==> src/rtl/r_handler_pkg.sv <==
`default_nettype none
// ============================================================================
// Module      : r_handler_pkg
// Description : Shared types and constants for the read/write data handlers.
// Revision    : 1.0 - initial release
// ============================================================================
package r_handler_pkg;

  localparam int CNT_W  = 8;
  localparam int DATA_W = 32;

  localparam logic [1:0] RESP_OKAY = 2'b00;

  typedef enum logic [1:0] {
    ST_IDLE      = 2'd0,
    ST_OPERATION = 2'd1,
    ST_SETUP     = 2'd2
  } state_t;

  typedef struct packed {
    logic [CNT_W-1:0] len;
    logic [CNT_W-1:0] burst_len;
  } trans_data_t;

  typedef struct packed {
    logic [DATA_W-1:0] data;
    logic [1:0]        resp;
    logic              last;
  } r_channel_t;

endpackage
`default_nettype wire

==> src/rtl/r_beat_checker.sv <==
`default_nettype none
// ============================================================================
// Module      : r_beat_checker
// Description : Flags an R beat whose data, resp or last differs from the
//               generator's counting pattern.
// Revision    : 1.0 - initial release
// ============================================================================
module r_beat_checker
  import r_handler_pkg::*;
(
  input  r_channel_t       beat_i,
  input  logic [CNT_W-1:0] beat_idx_i,
  input  logic [CNT_W-1:0] len_i,
  output logic             mismatch_o
);

  logic [CNT_W-1:0]  w_last_idx;
  logic [DATA_W-1:0] w_exp_data;

  // len of 0 wraps to a final index of 255, i.e. a 256-beat burst
  always_comb begin
    w_last_idx = len_i - CNT_W'(1);
    w_exp_data = DATA_W'(beat_idx_i);
    mismatch_o = (beat_i.data != w_exp_data)
              || (beat_i.resp != RESP_OKAY)
              || (beat_i.last != (beat_idx_i == w_last_idx));
  end

endmodule
`default_nettype wire

==> src/rtl/r_handler.sv <==
`default_nettype none
// ============================================================================
// Module      : r_handler
// Description : R-channel consumer; counts beats/bursts of one descriptor and
//               optionally checks each beat (macro R_HANDLER_CHECK_EN).
// Revision    : 1.0 - initial release
// ============================================================================
module r_handler
  import r_handler_pkg::*;
(
  input  logic             clk_i,
  input  logic             rst_i,
  input  logic             r_valid_i,
  input  r_channel_t       r_data_i,
  output logic             r_ready_o,
  input  trans_data_t      trans_data_i,
  input  logic             enable_i,
  output logic             ready_o,
  output logic             done_o,
  output logic             err_o,
  output logic [CNT_W-1:0] err_cnt_o
);

  state_t           r_state;
  state_t           w_state_nxt;
  trans_data_t      r_trans;
  logic [CNT_W-1:0] r_beat_cnt;
  logic [CNT_W-1:0] r_burst_cnt;
  logic             w_beat_acc;
  logic             w_last_beat;
  logic             w_last_burst;

  assign w_beat_acc   = r_valid_i && r_ready_o;
  assign w_last_beat  = (r_beat_cnt  == r_trans.len       - CNT_W'(1));
  assign w_last_burst = (r_burst_cnt == r_trans.burst_len - CNT_W'(1));

  always_ff @(posedge clk_i or posedge rst_i) begin
    if (rst_i) r_state <= ST_IDLE;
    else       r_state <= w_state_nxt;
  end

  always_comb begin
    w_state_nxt = r_state;
    case (r_state)
      ST_IDLE:      if (enable_i) w_state_nxt = ST_OPERATION;
      ST_OPERATION: if (w_beat_acc && w_last_beat) w_state_nxt = ST_SETUP;
      ST_SETUP:     w_state_nxt = w_last_burst ? ST_IDLE : ST_OPERATION;
      default:      w_state_nxt = ST_IDLE;
    endcase
  end

  always_comb begin
    ready_o   = 1'b0;
    r_ready_o = 1'b0;
    done_o    = 1'b0;
    case (r_state)
      ST_IDLE:      ready_o   = 1'b1;
      ST_OPERATION: r_ready_o = 1'b1;
      ST_SETUP:     done_o    = w_last_burst;
      default:      ;
    endcase
  end

  always_ff @(posedge clk_i or posedge rst_i) begin
    if (rst_i) begin
      r_trans     <= '0;
      r_beat_cnt  <= '0;
      r_burst_cnt <= '0;
    end else begin
      case (r_state)
        ST_IDLE: begin
          r_trans     <= trans_data_i;
          r_beat_cnt  <= '0;
          r_burst_cnt <= '0;
        end
        ST_OPERATION: if (w_beat_acc) r_beat_cnt <= r_beat_cnt + CNT_W'(1);
        ST_SETUP: begin
          r_beat_cnt <= '0;
          if (!w_last_burst) r_burst_cnt <= r_burst_cnt + CNT_W'(1);
        end
        default: ;
      endcase
    end
  end

`ifdef R_HANDLER_CHECK_EN
  logic             w_mismatch;
  logic             r_err;
  logic [CNT_W-1:0] r_err_cnt;

  r_beat_checker u_beat_checker (
    .beat_i     (r_data_i),
    .beat_idx_i (r_beat_cnt),
    .len_i      (r_trans.len),
    .mismatch_o (w_mismatch)
  );

  // errors stay visible while idle and clear only when the next transaction starts
  always_ff @(posedge clk_i or posedge rst_i) begin
    if (rst_i) begin
      r_err     <= 1'b0;
      r_err_cnt <= '0;
    end else if ((r_state == ST_IDLE) && enable_i) begin
      r_err     <= 1'b0;
      r_err_cnt <= '0;
    end else if (w_beat_acc && w_mismatch) begin
      r_err <= 1'b1;
      if (r_err_cnt != '1) r_err_cnt <= r_err_cnt + CNT_W'(1);
    end
  end

  assign err_o     = r_err;
  assign err_cnt_o = r_err_cnt;
`else
  logic w_unused_beat;
  assign w_unused_beat = ^r_data_i;
  assign err_o         = 1'b0;
  assign err_cnt_o     = '0;
`endif

endmodule
`default_nettype wire

==> config.mk <==
export PLATFORM = sky130hd
export DESIGN_NAME = r_handler
export DESIGN_NICKNAME = d
export VERILOG_FILES = /design/src/rtl/r_handler_pkg.sv /design/src/rtl/r_beat_checker.sv /design/src/rtl/r_handler.sv
export SDC_FILE = /design/constraint.sdc
export NUM_CORES = 1
export LEC_CHECK = 0
export BUFFER_PORTS_ARGS = -buffer_cell sky130_fd_sc_hd__buf_2
export CAP_MARGIN = 20
export CELL_PAD_IN_SITES_DETAIL_PLACEMENT = 0
export CELL_PAD_IN_SITES_GLOBAL_PLACEMENT = 1
export CORE_ASPECT_RATIO = 1.5
export CORE_UTILIZATION = 41
export DETAILED_ROUTE_END_ITERATION = 10
export GPL_ROUTABILITY_DRIVEN = 1
export PLACE_DENSITY = 0.95
export RECOVER_POWER = 100
export SLEW_MARGIN = 20
export SYNTH_ARGS = -nofsm -noshare
export SYNTH_HDL_FRONTEND = slang
export SYNTH_HIERARCHICAL = 1
export SYNTH_SLANG_ARGS = --single-unit
==> constraint.sdc <==
create_clock -name clk_i -period 5.3 [get_ports clk_i]
set_input_delay 0 -clock clk_i [delete_from_list [all_inputs] [get_ports clk_i]]
set_output_delay 0 -clock clk_i [all_outputs]
set_load 0.05 [all_outputs]
# Word level (Yosys, flattened, before mapping)
# Cells that the tools add are included.
dict set report word_totals {
  regBits 34
}
dict set report classes {
  n_reduce_logical 9
  addsub 4
  n_mux 11
  eq_ne 8
}
# cell count
set ops {}
lappend ops {{$pmux W8 S2} 2}
lappend ops {{$add A8 B1 Y8 const B} 2}
lappend ops {{$eq A8 B8 Y1} 2}
lappend ops {{$mux W8} 2}
lappend ops {{$sub A8 B1 Y8 const B} 2}
lappend ops {{$ne A2 B2 Y1 const B} 4}
lappend ops {{$pmux W2 S3} 1}
lappend ops {{$reduce_and A2 Y1} 3}
lappend ops {{$mux W1} 4}
lappend ops {{$mux W2} 2}
lappend ops {{$reduce_bool A2 Y1} 2}
lappend ops {{$eq A2 B1 Y1 const B} 1}
lappend ops {{$eq A2 B2 Y1 const B} 1}
lappend ops {{$logic_and A1 B1 Y1} 2}
lappend ops {{$logic_not A2 Y1} 1}
lappend ops {{$reduce_or A2 Y1} 1}

# Depth between registers and ports, before layout
# Gate-level depths: netlist of run 1.
dict set report depth {
  depth_word 6
  mapped_depth 9
  mapped_depth_nobuf 8
}

# Worst setup path after synthesis of run 1
# Ideal clock, no wire load.
dict set report synth_timing {
  path_type {register to output}
  from {register r_trans[0] (netlist name)}
  to {output port done_o}
  arrival_time_ns 2.561
  slack_ns 2.739
  stages_incl_launch_ff 10
  cell_sequence {dfrtp_1 inv_1 ha_1 xnor2_1 nor2_1 nand4b_4 a2111oi_4 buf_6 inv_1 nor2_1}
}
dict set report synth_between {
  elab_chain_cells 3
}
# item line_no
set synth_rtl {}
lappend synth_rtl {{from (decl)} r_handler.sv:26} ;# trans_data_t r_trans;
lappend synth_rtl {{from (signal assigned)} r_handler.sv:72} ;# r_trans <= trans_data_i;
lappend synth_rtl {{$sub A8 B1 Y8} r_handler.sv:35} ;# assign w_last_burst = (r_burst_cnt == r_trans.burst_len - CNT_W'(1));
lappend synth_rtl {{$eq A8 B8 Y1} r_handler.sv:35}
lappend synth_rtl {{$mux W1} r_handler.sv:56} ;# case (r_state)
lappend synth_rtl {{to (decl)} r_handler.sv:19} ;# output logic done_o,
# Every way passes these cells.

# Worst setup path in the final report of run 1
# Ends and elaborated chain as after synthesis.

==> results of run 1 <==
-- cells in the final DEF, fill, tap and decap left out, drive strengths merged, types with 2 or more instances in the layout --
cell / Yosys / routed
dfrtp: 34 / 34
nand2: 21 / 21
buf: 11 / 19
dlygate4sd3: 0 / 17
xnor2: 17 / 17
nand3: 15 / 15
clkbuf: 5 / 12
nor2: 11 / 11
mux2: 11 / 11
xor2: 11 / 11
inv: 9 / 9
conb: 1 / 9
o21ai: 8 / 8
and2: 6 / 6
o211ai: 5 / 5
or4: 5 / 5
ha: 4 / 4
nor4: 4 / 4
or2: 3 / 3
nor2b: 3 / 3
a21oi: 2 / 2
nor3: 2 / 2
nand3b: 2 / 2
nand4: 2 / 2
-- state kept, by name, summed over array words and instances (netlist names) --
| name | count |
|---|---|
| r_trans | 16 |
| r_beat_cnt | 8 |
| r_burst_cnt | 8 |
| r_state | 2 |
-- what timing repair did --
| action | 4_1_cts | 5_1_grt |
|---|---|---|
| endpoints found under the hold margin | 50 | 0 |
| hold buffers | 17 | 0 |
| resized for setup | 0 | 0 |
| setup buffers | 0 | 0 |
-- layer usage --
layer,up-vias,share of wire,GRT usage
li1,800,-,-
met3,11,0.032,0.0362
met5,-,0,0
met1,768,0.41,0.171
met2,36,0.53,0.293
met4,0,0.024,0.0719
-- worst reg2reg max path: stages, from the launching register on --
cell and delay (ns):
dfrtp_1 0.45, inv_1 0.08, ha_1 0.31, xnor2_1 0.12, nor2_1 0.19, nand4b_4 0.13, a2111oi_4 0.82, nor4b_1 0.11
a211o_1 0.25
-- cell type report --
class / count / area (um2) / share of cell area
multi-input cells: 160 / 1130 / 0.458
clock inverters: 1 / 5.00 / 0.00202
inverters: 9 / 33.8 / 0.0136
well taps: 66 / 82.6 / 0.0334
clock buffers: 7 / 86.3 / 0.0349
flip-flops and latches: 34 / 851 / 0.344
repair buffers: 41 / 284 / 0.115
-- power by group --
part,internal [mW],switching [mW],total [mW],leakage [nW]
sequential,0.348,0.123,0.471,0.433
clock,0.105,0.0906,0.195,0.0482
combinational,0.258,0.262,0.521,0.578
-- path summary, 6_finish.rpt --
kind | from | endpoint | slack [ns] | cells after the start
setup reg to reg | r_trans[0]$_DFFE_PP0P_ | r_burst_cnt[7]$_DFFE_PP0P_ | 2.72 | 8
max in group asynchronous | rst_i | r_burst_cnt[2]$_DFFE_PP0P_ | 3.31 | 4
hold / removal | enable_i | r_state[0]$_DFFE_PP0P_ | 0.03 | 3
hold reg to reg | r_trans[6]$_DFFE_PP0P_ | r_trans[6]$_DFFE_PP0P_ | 0.55 | 1
setup / recovery | r_trans[0]$_DFFE_PP0P_ | done_o | 2.22 | 9
min in group asynchronous | rst_i | r_trans[2]$_DFFE_PP0P_ | 0.92 | 4
-- cell families after synthesis --
| group | Yosys count | share of synthesized area |
|---|---|---|
| and+or+nand+nor | 80 | 0.214 |
| DFF | 34 | 0.407 |
| xor gates and xnor gates | 28 | 0.124 |
| AOI/OAI and AO/OA | 27 | 0.100 |
| buffers and inverters | 25 | 0.0652 |
| muxes | 12 | 0.0640 |
| adders and majority gates | 4 | 0.0239 |
| other | 1 | 0.00179 |
-- per-stage QoR --
stage / cells / total power, mW / hold slack, ns / util / instance area, um2
after global placement: 293 / 0.975 / 0.112 / 0.459 / 2230
after CTS: 318 / 1.21 / 0.0320 / 0.513 / 2490
after global routing: 318 / 1.28 / 0.0903 / 0.511 / 2480
after floorplan: 219 / 0.901 / 0.117 / - / 2120
final: 318 / 1.19 / 0.0348 / 0.511 / 2480
after detailed placement: 293 / 0.997 / 0.121 / 0.459 / 2230
==> results.yml, run 1 <==
outcome:
  outcome: "finished, violations left"
  violations: "max-capacitance violations, max-slew violations"
grt:
  grt_pass1_wl_um: 6430
  overflow: 0
  grt_pass1_vias: 1496
  antenna_found_initial: 0
  grt_max_degree: 35
  groute.usage.overall: 0.161
logic_synthesis:
  synth_top_area_frac: 0.407
  netlist_top_cells_count: "dfrtp_1 (34), nand2_1 (21), xnor2_1 (16)"
  synth_most_common_cell: "dfrtp_1"
  synth_cell_type_count: 47
  netlist_area_mm2: 0.00209
  yosys-top-cells-area: "dfrtp_1 (41%), xnor2_1 (6.7%), mux2_2 (5.9%)"
  synth-seq-cells: 34
  ys_dominant_reg_cell: "dfrtp_1"
  async_flop_share: 1.00
  syn_area_per_cell_um2: 9.91
  synth_edf_count: 0
  yosys.area.top_type: "dfrtp_1"
  synth_seq_area_share: 0.407
  synthCells: 211
  synth_warnings: 6
drt:
  wire_per_inst_um: 12.7
  num_vias: 1615
  vias_per_cell: 5.08
  route.detailed.drc: 0
  finalWirelength_um: 4050
  drt_iter0_markers: 63
  drt-pass1-iter-count: 4
  drt.antenna.violating_nets: 0
placement:
  port_buffers: 22
  dpl_worst_slack_ns: 2.72
  hpwl_um: 2890
  gp_congestion: 0.776
timing:
  slew_headroom: -0.227
  slew_violations: 35
  fmax_ghz: 0.325
  final_hold_viol_count: 0
  tightestPinTransition_ns: 1.84
  finalSetupViolations: 0
  fin_crit_sh: 0.581
  skew_ns: 0.00409
  rsz0062_at_grt: "no"
  fin_ws_ns: 2.22
  fin_crit_ns: 3.08
  finalSetupTns_ns: 0
pwr:
  powerDensity_mw_per_mm2: 479
  p_leak_nw: 1.06
  irDropWorstVdd_uv: 263
cts:
  cts_root_buffer: "clkbuf_8"
  clk_latency_ns: 0.28
  clockBufferDepth: 2
  cts.clk_slew.worst_paths_ns: 0.07
  htree_levels: 2
  cts_buffers: 5
  clock_sinks: 34
  cts_tree: "yes"
worst_setup_path:
  max_stage_delay_ns: 0.82
  cp.required_ns: 5.30
  cp-end-kind: "output pin"
  worstPathCellList: "inv_1 -> ha_1 -> xnor2_1 -> nor2_1 -> nand4b_4 -> a2111oi_4 -> inv_1 -> nor2_1 -> clkbuf_1"
  cpLargestDelayFamily: "compound AO/OA/AOI/OAI gates"
  slowest_stage: "a2111oi_4"
  crit_arrival_ns: 3.08
  cp_num_buf_inv: 3
  cp_max_fo: 18
  critical_path_class: "flop to output pin"
  start_kind: "flop"
final_layout:
  area_growth_pct: 18.4
  diodes: 0
  fillers: 453
  drive_above_1_share: 0.179
  final_nets: 310
floorplanning:
  io_pins: 67
  fp.dieH_um: 89.5
  fp.dieW_um: 60.3
  dieArea_mm2: 0.00539
  core_mm2: 0.00485
  num_rows: 31
  initial_utilization: 0.431
min_path:
  min_path_type: "input pin to flop"
run:
  maxCapViolCount: 1
No activity file was read; power rests on OpenSTA's default activity.
==> run 2: changes to the inputs <==
--- a/config.mk
+++ b/config.mk
@@ -10,10 +10,10 @@
 export CELL_PAD_IN_SITES_DETAIL_PLACEMENT = 0
 export CELL_PAD_IN_SITES_GLOBAL_PLACEMENT = 1
 export CORE_ASPECT_RATIO = 1.5
-export CORE_UTILIZATION = 41
+export CORE_UTILIZATION = 34
 export DETAILED_ROUTE_END_ITERATION = 10
 export GPL_ROUTABILITY_DRIVEN = 1
-export PLACE_DENSITY = 0.95
+export PLACE_DENSITY = 0.87
 export RECOVER_POWER = 100
 export SLEW_MARGIN = 20
 export SYNTH_ARGS = -nofsm -noshare
==> constraint.sdc (replaced) <==
create_clock -name clk_i -period 2.7 [get_ports clk_i]
set_input_delay 0 -clock clk_i [delete_from_list [all_inputs] [get_ports clk_i]]
set_output_delay 0 -clock clk_i [all_outputs]
set_load 0.05 [all_outputs]
==> run 2 against run 1 <==
Against the previous run:
- worst setup slack got worse by 2.1 ns
- combinational power rose by 110%
- critical path type unchanged
- critical path depth rose by 1
- clock-buffer cell count fell by 2
- via count rose by 0.19%
- the flow still finishes with violations (max-capacitance violations, max-slew violations)
==> results.yml, run 2 (same netlist as run 1, synthesis figures left out) <==
final_layout:
  largest_reg_flops: 16
  area_growth_pct: 21.3
  multi_input_area_mm2: 0.00113
  diodes: 0
  drive_above_1_share: 0.195
  reg_top3: "r_trans (16), r_beat_cnt (8), r_burst_cnt (8)"
  layout_commonest_cell: "dfrtp_1"
  fillers: 566
  seqCellArea_um2: 851
  regMostFlops: "r_trans"
  final_nets: 315
  final_cell_mix: "dfrtp_1 (34), nand2_1 (21), buf_2 (19)"
floorplanning:
  core_mm2: 0.00587
  dieArea_mm2: 0.00647
  fp.dieH_um: 98.0
  initial_utilization: 0.356
  io_pins: 67
  fp.dieW_um: 66.0
  num_rows: 34
placement:
  hpwl_um: 2910
  gp_congestion: 0.812
  port_buffers: 22
drt:
  drt_iter0_markers: 74
  wire_per_inst_um: 12.6
  vias_per_cell: 4.92
  route.detailed.drc: 0
  drt.antenna.violating_nets: 0
  finalWirelength_um: 4160
  num_vias: 1618
  drt-pass1-iter-count: 4
worst_setup_path:
  cp.required_ns: 2.70
  start_kind: "flop"
  critical_path_class: "flop to output pin"
  cp_max_fo: 18
  cp-end-kind: "output pin"
  crit_arrival_ns: 2.55
cts:
  cts.clk_slew.worst_paths_ns: 0.07
  cts_root_buffer: "clkbuf_8"
  clock_sinks: 34
  cts_buffers: 5
  post_cts_buffers: 0
  cts_tree: "yes"
  htree_levels: 2
  clk_latency_ns: 0.29
  clockBufferDepth: 2
grt:
  grt_pass1_vias: 1581
  groute.usage.overall: 0.143
  grt_max_degree: 35
  grt_pass1_wl_um: 7110
  antenna_found_initial: 0
  overflow: 0
timing:
  slew_violations: 35
  finalSetupTns_ns: 0
  final_hold_viol_count: 0
  tightestPinTransition_ns: 1.77
  rsz0062_at_grt: "no"
  finalSetupViolations: 0
  fmax_ghz: 0.393
  fin_crit_ns: 2.55
  skew_ns: 0.00388
  slew_headroom: -0.182
  whs_ns: 0.0150
  fin_crit_sh: 0.944
pwr:
  switchingPower_mw: 0.976
  p_int_mw: 1.47
  pwr-share-seq: 0.368
  clockPowerShare: 0.190
  p_leak_nw: 1.09
  irDropWorstVdd_uv: 225
  p_comb_frac: 0.442
  total_power_mw: 2.45
  powerDensity_mw_per_mm2: 965
  swShare: 0.399
outcome:
  violations: "max-capacitance violations, max-slew violations"
  outcome: "finished, violations left"
run:
  maxCapViolCount: 1
min_path:
  min_path_type: "input pin to flop"
[run 2: layout make-up]
cell class / instances / area share
multi-input combinational: 160 / 0.447
sequential: 34 / 0.335
timing repair buffer: 46 / 0.126
tap: 72 / 0.0355
clock buffer: 5 / 0.0271
clock inverter: 3 / 0.0158
inverter: 9 / 0.0133
[run 2: power by group through the flow]
stage,Clock [mW],Sequential (mW),Combinational (mW)
floorplan,0,0.855,0.914
global placement,0,0.898,1.04
detailed placement,0,0.908,1.08
CTS,0.482,0.898,1.11
global route,0.501,0.923,1.20
finish,0.466,0.900,1.08
[run 2: what timing repair did]
| item | 4_1_cts | 5_1_grt |
|---|---|---|
| endpoints found under the setup margin | 0 | 1 |
| hold buffers | 17 | 0 |
| endpoints found under the hold margin | 50 | 0 |
| resized for setup | 0 | 2 |
[run 2: stage by stage]
stage / setup WS [ns] / util / instances / instance area, um2
2_1_floorplan: 0.139 / - / 219 / 2120
3_3_place_gp: 0.425 / 0.387 / 304 / 2270
3_5_place_dp: 0.390 / 0.387 / 304 / 2270
4_1_cts: 0.0524 / 0.434 / 329 / 2550
5_1_grt: 0.0147 / 0.432 / 329 / 2540
6_report: 0.153 / 0.432 / 329 / 2540
[run 2: final timing paths]
| kind | start | endpoint | slack [ns] | cells after the start |
|---|---|---|---|---|
| max in group asynchronous | rst_i | r_trans[14]$_DFFE_PP0P_ | 0.80 | 4 |
| hold / removal | enable_i | r_state[0]$_DFFE_PP0P_ | 0.01 | 3 |
| hold reg to reg | r_trans[7]$_DFFE_PP0P_ | r_trans[7]$_DFFE_PP0P_ | 0.54 | 1 |
| min in group asynchronous | rst_i | r_trans[6]$_DFFE_PP0P_ | 0.88 | 4 |
| setup reg to reg | r_trans[0]$_DFFE_PP0P_ | r_burst_cnt[7]$_DFFE_PP0P_ | 0.44 | 9 |
| setup / recovery | r_trans[0]$_DFFE_PP0P_ | done_o | 0.15 | 10 |
[run 2: routing by layer]
metal	GRT usage	share of wire	vias to the layer above
li1	-	-	808
met1	0.159	0.43	776
met2	0.256	0.52	28
met3	0.0222	0.030	6
met4	0.0687	0.020	0
met5	0	0	-
[run 2: critical path: stages (launching register included)]
cell       delay [ns]
dfrtp_1          0.46
inv_1            0.09
ha_1             0.31
xnor2_1          0.13
nor2_1           0.19
nand4b_4         0.14
a2111oi_4        0.34
buf_6            0.21
inv_1            0.05
nor2_1           0.11
clkbuf_4         0.24
